--- config.mk ---
export PLATFORM = sky130hd
export DESIGN_NAME = controle_envase_parametrizado
export DESIGN_NICKNAME = d
export VERILOG_FILES = /design/src/rtl/controle_envase_parametrizado.sv
export SDC_FILE = /design/constraint.sdc
export NUM_CORES = 1
export LEC_CHECK = 0
export CAP_MARGIN = 25
export CORE_MARGIN = 4
export CORE_UTILIZATION = 57
export DETAILED_ROUTE_END_ITERATION = 12
export PLACE_DENSITY = 0.81
export SLEW_MARGIN = 20
export SYNTH_ARGS = -nofsm -noshare
export SYNTH_HDL_FRONTEND = slang
export SYNTH_SLANG_ARGS = --single-unit
--- constraint.sdc ---
create_clock -name clk -period 8.6 [get_ports clk]
set_input_delay 1.29 -clock clk [delete_from_list [all_inputs] [get_ports clk]]
set_output_delay 1.29 -clock clk [all_outputs]
set_load 0.03 [all_outputs]
--- src/rtl/controle_envase_parametrizado.sv ---
`default_nettype none
//============================================================================
// Module   : controle_envase_parametrizado
// Purpose  : Bottling-line filling/sealing controller. It contains:
//              - a motor / fill / seal state machine with a fill timeout
//              - a bottles-in-dozen counter and a wrapping dozen counter
//              - two-level cork storage: a primary reservoir fed
//                automatically from a secondary buffer, and manual
//                load/unload of the secondary buffer.
//            The block sits between the debounced panel/sensor inputs and
//            the display multiplexer. Its counters feed the BCD encoders.
// Revision : 1.0 - initial release
//----------------------------------------------------------------------------
// Ports
//   clk          in   1        system clock (already divided)
//   clr          in   1        synchronous active-high reset
//   enable       in   1        start/stop switch, 0 forces IDLE
//   pg           in   1        bottle present at position
//   ch           in   1        bottle full sensor
//   cq           in   1        seal-complete sensor
//   load_req     in   1        one-cycle manual secondary-buffer request
//   load_dir     in   1        1 = add load_qty, 0 = remove load_qty
//   load_qty     in   CORK_W   quantity for the manual operation
//   m            out  1        conveyor motor
//   ev           out  1        fill valve
//   ve           out  1        sealing actuator
//   al           out  1        alarm (no corks or fill timeout)
//   estado       out  3        state code (IDLE=0 MOVE=1 FILL=2 SEAL=3 ALARM=4)
//   corks        out  CORK_W   primary reservoir level
//   secondary    out  CORK_W   secondary buffer level
//   dozens       out  4        bottles in the current dozen, 0..11
//   tens_dozens  out  4        dozen counter, 0..DOZEN_WRAP-1
//   dozen_done   out  1        one-cycle pulse when a dozen completes
//   load_reject  out  1        one-cycle pulse when a manual op is refused
//============================================================================
module controle_envase_parametrizado #(
    parameter int CORK_W       = 7,
    parameter int CORK_MAX     = 99,
    parameter int CORK_MIN     = 5,
    parameter int REFILL_QTY   = 15,
    parameter int DOZEN_WRAP   = 10,
    parameter int TO_W         = 8,
    parameter int FILL_TIMEOUT = 200
) (
    input  logic              clk,
    input  logic              clr,
    input  logic              enable,
    input  logic              pg,
    input  logic              ch,
    input  logic              cq,
    input  logic              load_req,
    input  logic              load_dir,
    input  logic [CORK_W-1:0] load_qty,
    output logic              m,
    output logic              ev,
    output logic              ve,
    output logic              al,
    output logic [2:0]        estado,
    output logic [CORK_W-1:0] corks,
    output logic [CORK_W-1:0] secondary,
    output logic [3:0]        dozens,
    output logic [3:0]        tens_dozens,
    output logic              dozen_done,
    output logic              load_reject
);

    //------------------------------------------------------------------------
    // Constants
    //------------------------------------------------------------------------
    localparam logic [CORK_W-1:0] c_cork_max     = CORK_W'(CORK_MAX);
    localparam logic [CORK_W:0]   c_cork_max_ext = (CORK_W + 1)'(CORK_MAX);
    localparam logic [CORK_W-1:0] c_cork_min     = CORK_W'(CORK_MIN);
    localparam logic [CORK_W-1:0] c_refill_qty   = CORK_W'(REFILL_QTY);
    localparam logic [TO_W-1:0]   c_to_last      = TO_W'(FILL_TIMEOUT - 1);
    localparam logic [3:0]        c_dozen_last   = 4'd11;
    localparam logic [3:0]        c_tens_last    = 4'(DOZEN_WRAP - 1);

    //------------------------------------------------------------------------
    // State encoding
    //------------------------------------------------------------------------
    typedef enum logic [2:0] {
        ST_IDLE  = 3'd0,
        ST_MOVE  = 3'd1,
        ST_FILL  = 3'd2,
        ST_SEAL  = 3'd3,
        ST_ALARM = 3'd4
    } state_t;

    state_t state_q, state_d;

    // Cycles spent in FILL without the full sensor firing.
    logic [TO_W-1:0]   to_q, to_d;

    logic [CORK_W-1:0] corks_q, corks_d;
    logic [CORK_W-1:0] secondary_q, secondary_d;
    logic [3:0]        dozens_q, dozens_d;
    logic [3:0]        tens_q, tens_d;
    logic              dozen_done_q, dozen_done_d;
    logic              load_reject_q, load_reject_d;

    logic              m_q, m_d;
    logic              ev_q, ev_d;
    logic              ve_q, ve_d;
    logic              al_q, al_d;
    logic [2:0]        estado_q, estado_d;

    // Combinational helpers
    logic              seal_done;
    logic              no_corks;
    logic [CORK_W:0]   sec_sum;
    logic              add_ok;
    logic              rem_ok;
    logic [CORK_W-1:0] sec_post;
    logic              refill_go;
    logic [CORK_W-1:0] refill_room;
    logic [CORK_W-1:0] refill_n;

    //------------------------------------------------------------------------
    // Next-state logic
    //------------------------------------------------------------------------
    assign no_corks = (corks_q == '0) && (secondary_q == '0);

    always_comb begin
        state_d   = state_q;
        to_d      = to_q;
        seal_done = 1'b0;

        case (state_q)
            ST_IDLE: begin
                // enable=0 is checked first so an empty machine that is
                // switched off rests in IDLE instead of bouncing through
                // ALARM.
                if (!enable) begin
                    state_d = ST_IDLE;
                end else if (no_corks) begin
                    state_d = ST_ALARM;
                end else if (corks_q != '0) begin
                    state_d = ST_MOVE;
                end
            end

            ST_MOVE: begin
                if (!enable) begin
                    state_d = ST_IDLE;
                end else if (no_corks) begin
                    state_d = ST_ALARM;
                end else if (pg) begin
                    state_d = ST_FILL;
                    to_d    = '0;
                end
            end

            ST_FILL: begin
                if (!enable) begin
                    state_d = ST_IDLE;
                end else if (ch) begin
                    state_d = ST_SEAL;
                end else if (to_q == c_to_last) begin
                    // This is the FILL_TIMEOUT-th consecutive cycle without ch.
                    state_d = ST_ALARM;
                end else begin
                    to_d = to_q + TO_W'(1);
                end
            end

            ST_SEAL: begin
                if (!enable) begin
                    state_d = ST_IDLE;
                end else if (cq) begin
                    state_d   = ST_MOVE;
                    seal_done = 1'b1;
                end
            end

            ST_ALARM: begin
                if (!enable) begin
                    state_d = ST_IDLE;
                end
            end

            default: begin
                state_d = ST_IDLE;
            end
        endcase
    end

    //------------------------------------------------------------------------
    // Registered outputs. They are decoded from the current state, so they
    // follow a state change one cycle later.
    //------------------------------------------------------------------------
    always_comb begin
        m_d      = (state_q == ST_MOVE);
        ev_d     = (state_q == ST_FILL);
        ve_d     = (state_q == ST_SEAL);
        al_d     = (state_q == ST_ALARM);
        estado_d = state_q;
    end

    //------------------------------------------------------------------------
    // Bottle / dozen counting
    //------------------------------------------------------------------------
    always_comb begin
        dozens_d     = dozens_q;
        tens_d       = tens_q;
        dozen_done_d = 1'b0;

        if (seal_done) begin
            if (dozens_q == c_dozen_last) begin
                dozens_d     = '0;
                dozen_done_d = 1'b1;
                tens_d       = (tens_q == c_tens_last) ? 4'd0 : tens_q + 4'd1;
            end else begin
                dozens_d = dozens_q + 4'd1;
            end
        end
    end

    //------------------------------------------------------------------------
    // Cork storage
    // The manual operation on the secondary buffer is resolved first.
    // Any auto-refill is then sized from the post-load secondary level.
    // Because of this, both levels stay within 0..CORK_MAX even when the
    // two happen in the same cycle.
    //------------------------------------------------------------------------
    assign sec_sum = {1'b0, secondary_q} + {1'b0, load_qty};
    assign add_ok  = (sec_sum <= c_cork_max_ext);
    assign rem_ok  = (load_qty <= secondary_q);

    always_comb begin
        sec_post      = secondary_q;
        load_reject_d = 1'b0;

        if (load_req) begin
            if (load_dir) begin
                if (add_ok) begin
                    sec_post = sec_sum[CORK_W-1:0];
                end else begin
                    load_reject_d = 1'b1;
                end
            end else begin
                if (rem_ok) begin
                    sec_post = secondary_q - load_qty;
                end else begin
                    load_reject_d = 1'b1;
                end
            end
        end
    end

    // The refill never runs in SEAL. That is the only state in which the
    // seal decrement can happen, so after a decrement the refill is looked
    // at again on the following cycle.
    assign refill_go   = (state_q != ST_SEAL) && (corks_q < c_cork_min) &&
                         (sec_post != '0);
    assign refill_room = c_cork_max - corks_q;

    always_comb begin
        refill_n = c_refill_qty;
        if (sec_post < refill_n) begin
            refill_n = sec_post;
        end
        if (refill_room < refill_n) begin
            refill_n = refill_room;
        end
    end

    always_comb begin
        corks_d     = corks_q;
        secondary_d = sec_post;

        if (seal_done) begin
            // SEAL is only reachable with corks available. The guard keeps
            // the counter from wrapping if that ever stops being true.
            corks_d = (corks_q != '0) ? corks_q - CORK_W'(1) : '0;
        end else if (refill_go) begin
            corks_d     = corks_q + refill_n;
            secondary_d = sec_post - refill_n;
        end
    end

    //------------------------------------------------------------------------
    // Registers
    //------------------------------------------------------------------------
    always_ff @(posedge clk) begin
        if (clr) begin
            state_q       <= ST_IDLE;
            to_q          <= '0;
            corks_q       <= '0;
            secondary_q   <= '0;
            dozens_q      <= '0;
            tens_q        <= '0;
            dozen_done_q  <= 1'b0;
            load_reject_q <= 1'b0;
            m_q           <= 1'b0;
            ev_q          <= 1'b0;
            ve_q          <= 1'b0;
            al_q          <= 1'b0;
            estado_q      <= '0;
        end else begin
            state_q       <= state_d;
            to_q          <= to_d;
            corks_q       <= corks_d;
            secondary_q   <= secondary_d;
            dozens_q      <= dozens_d;
            tens_q        <= tens_d;
            dozen_done_q  <= dozen_done_d;
            load_reject_q <= load_reject_d;
            m_q           <= m_d;
            ev_q          <= ev_d;
            ve_q          <= ve_d;
            al_q          <= al_d;
            estado_q      <= estado_d;
        end
    end

    //------------------------------------------------------------------------
    // Output mapping
    //------------------------------------------------------------------------
    assign m           = m_q;
    assign ev          = ev_q;
    assign ve          = ve_q;
    assign al          = al_q;
    assign estado      = estado_q;
    assign corks       = corks_q;
    assign secondary   = secondary_q;
    assign dozens      = dozens_q;
    assign tens_dozens = tens_q;
    assign dozen_done  = dozen_done_q;
    assign load_reject = load_reject_q;

endmodule
`default_nettype wire

==> results.py <==
metrics = {
    "timing": {
        "finClkSkew_ns": 0.0109,
        "rsz0062_at_grt": "false",
        "hold_viol": 0,
        "timing.final.crit_share": 0.941,
        "setup_tns_ns": 0,
        "hold_slack_ns": 0.501,
        "tightestPinTransition_ns": 0.976,
        "setup_viol": 0,
        "clock.fmax_mhz": 124,
        "period_minus_slack_ns": 8.09,
        "drv_slew": 0,
        "slew_headroom": 0.347,
    },
    "yosys": {
        "synth.yosys.seq_area_share": 0.219,
        "synth_top_area_cell": "dfxtp_1",
        "netlist.area_leader.share": 0.219,
        "synth_ff_type": "dfxtp_1",
        "synth_area_sq_um": 3840,
        "async_flop_share": 0,
        "synth_edf_count": 0,
        "synth_cell_types": 74,
        "ys_warn_count": 0,
        "syn_area_per_cell_sq_um": 7.99,
        "yosys-top-cells-area": "dfxtp_1 (22%), ha_1 (12%), nor2_1 (4.6%)",
        "netlist_instances": 481,
        "ys_seq_elements": 42,
    },
    "die": {
        "dieArea_sq_um": 8120,
        "ios": 46,
        "core.rowCount": 29,
        "initial_core_util": 0.595,
        "coreArea_sq_um": 6460,
        "die_h_um": 90.1,
        "fp.dieW_um": 90.1,
    },
    "worst_setup_path": {
        "cp_max_fo": 12,
        "cp.arrival_ns": 8.26,
        "critPathSlowestCell": "clkdlybuf4s50_1",
        "cp-start-kind": "input port",
        "worstSetupPathType": "in2reg",
        "crit_required_ns": 8.77,
        "slowest_delay_ns": 0.52,
        "cp-end-kind": "flop",
        "cpMostUsedCell": "inv_1",
    },
    "placement": {
        "io_buffers": 45,
        "finalWeightedCongestion": 0.912,
        "place_hpwl_um": 7370,
        "dp.cells": 595,
        "dpl_cell_area_sq_um": 4360,
    },
    "layout": {
        "final_util": 0.687,
        "finish.instance_area_sq_um": 4440,
        "final_cells": 602,
        "diodes": 0,
        "drive_gt1_frac": 0.0667,
        "final_nets": 580,
        "mostFrequentLayoutCell": "nor2_1",
        "mostFrequentLayoutCells": "nor2_1 (47), clkdlybuf4s50_1 (45), dfxtp_1 (42)",
        "area_growth_pct": 15.6,
    },
    "clock_network": {
        "clk_root_buffer_cell": "clkbuf_8",
        "clk_latency_ns": 0.30,
        "clkSinkCount": 42,
        "cts_made_buffers": 5,
        "cts.htree.levels": 2,
        "cts.path.max_buffers": 2,
        "cts_tree": "done",
        "cts_setup_buffers": 0,
        "clk_pin_slew_worst_paths_ns": 0.08,
    },
    "power": {
        "p_leak_uw": 0.00181,
        "vdd_drop_max_v": 0.000290,
        "power_density_nw_per_um2": 367,
    },
    "grt": {
        "use_met3": 0.0359,
        "grt.busiest_layer": "met2",
        "track_usage": 0.239,
        "use_met2": 0.416,
        "antenna_found_initial": 0,
        "met1_usage": 0.297,
        "grt_pass1_wl_um": 16700,
        "gr-total-overflow": 0,
        "grt_max_degree": 38,
        "grt_pass1_vias": 3665,
    },
    "job": {
        "maxCapViolations": 0,
    },
    "routing": {
        "detail-route-antenna-nets": 0,
        "routed-via-count": 3746,
        "drt_iter0_markers": 196,
        "wirelength_um": 9660,
        "remaining_drc_errors": 0,
        "avgViaCountPerCell": 6.22,
        "drt_pass1_iterations": 5,
        "wire_per_inst_um": 16.0,
    },
    "worst_hold_path": {
        "min_path_type": "reg2reg",
    },
    "outcome": {
        "status": "complete, no violations",
    },
}
## layer usage
layer / vias to the layer above / wire length, um
met2: 139 / 4630
met3: 26 / 531
li1: 1831 / -
met5: - / 0
met1: 1750 / 4240
met4: 0 / 257
## area by class of cell
type,count,area [sq um]
clock buffer,5,68.8
clock inverter,2,10.0
fill,553,2020
inverter,36,135
multi-input combinational,390,2800
sequential,42,841
tap,77,96.3
timing repair buffer,50,488
## state kept, by name (all words and copies together) (netlist names), 3 cells and up
register     cells
to_q             8
corks            7
estado           3
dozens           4
secondary        7
estado_d         3
tens_dozens      4
## cell usage after synthesis, types with 2 or more instances
| library cell | number |
|---|---|
| a31oi_1 | 2 |
| o21bai_1 | 5 |
| clkbuf_1 | 9 |
| a221oi_2 | 2 |
| nand2b_1 | 12 |
| buf_2 | 2 |
| a22oi_1 | 3 |
| inv_2 | 2 |
| nor3_1 | 20 |
| xnor2_1 | 9 |
| or3_1 | 4 |
| o2111a_1 | 2 |
| nand3_1 | 14 |
| and3b_1 | 2 |
| o21a_1 | 9 |
| nor4b_1 | 2 |
| mux2i_1 | 3 |
| or2_1 | 2 |
| nor2_1 | 47 |
| inv_1 | 33 |
| fa_1 | 4 |
| o21ai_0 | 22 |
| a21o_1 | 11 |
| and3_1 | 6 |
| nand2_1 | 28 |
| ha_1 | 36 |
| a211oi_1 | 9 |
| dfxtp_1 | 42 |
| a41oi_1 | 3 |
| and2_1 | 5 |
| xor2_1 | 15 |
| nand4_1 | 9 |
| a221o_1 | 2 |
| buf_4 | 2 |
| mux2_2 | 2 |
| a2111oi_0 | 2 |
| nor4_1 | 6 |
| a221oi_4 | 2 |
| nor2b_1 | 18 |
| o22ai_1 | 5 |
| a21oi_1 | 28 |
| a32o_1 | 2 |
| nor3b_1 | 5 |
| o21ai_1 | 3 |
## repair_timing
action,in CTS,in global routing
gates resized for setup,0,1
endpoints found under the setup margin,0,1
hold buffers,0,0
## report_power, final
group | internal, uW | total, uW | switching, uW
Sequential | 224 | 274 | 50.4
Clock | 54.6 | 124 | 69.3
Combinational | 527 | 1230 | 705
Total | 805 | 1630 | 825
## critical path: cells and delay by family
kind,cells,cell delay [ns]
AOI/OAI and AO/OA,15,3.19
and+or+nand+nor,9,1.60
adders and majority gates,4,1.12
buffers and inverters,6,1.04
## final timing paths
kind	startpoint	slack, ns	cells after the start	end
worst max-delay path	load_qty[0]	0.51	34	secondary[5]
worst min-delay path	to_q[1]	0.50	2	to_q[1]
worst max register to register	secondary[0]	1.50	33	secondary[5]
worst min register to register	to_q[1]	0.50	2	to_q[1]
## logic make-up after synthesis
logic type / after synthesis / share of synthesized area
DFF: 42 / 0.219
adders and majority gates: 41 / 0.141
muxes: 5 / 0.0137
xor gates and xnor gates: 24 / 0.0547
other: 1 / 0.000976
buffers and inverters: 51 / 0.0544
AOI/OAI and AO/OA: 130 / 0.259
and+or+nand+nor: 187 / 0.258
## metrics by stage
| step | worst slack (ns) | power [uW] |
|---|---|---|
| after floorplan | 1.05 | 1210 |
| after global placement | 0.542 | 1450 |
| after detailed placement | 0.308 | 1490 |
| after CTS | 0.596 | 1620 |
| after global routing | 0.0255 | 1780 |
| final | 0.507 | 1630 |
Note: power is estimated with default switching activity, not from simulation.
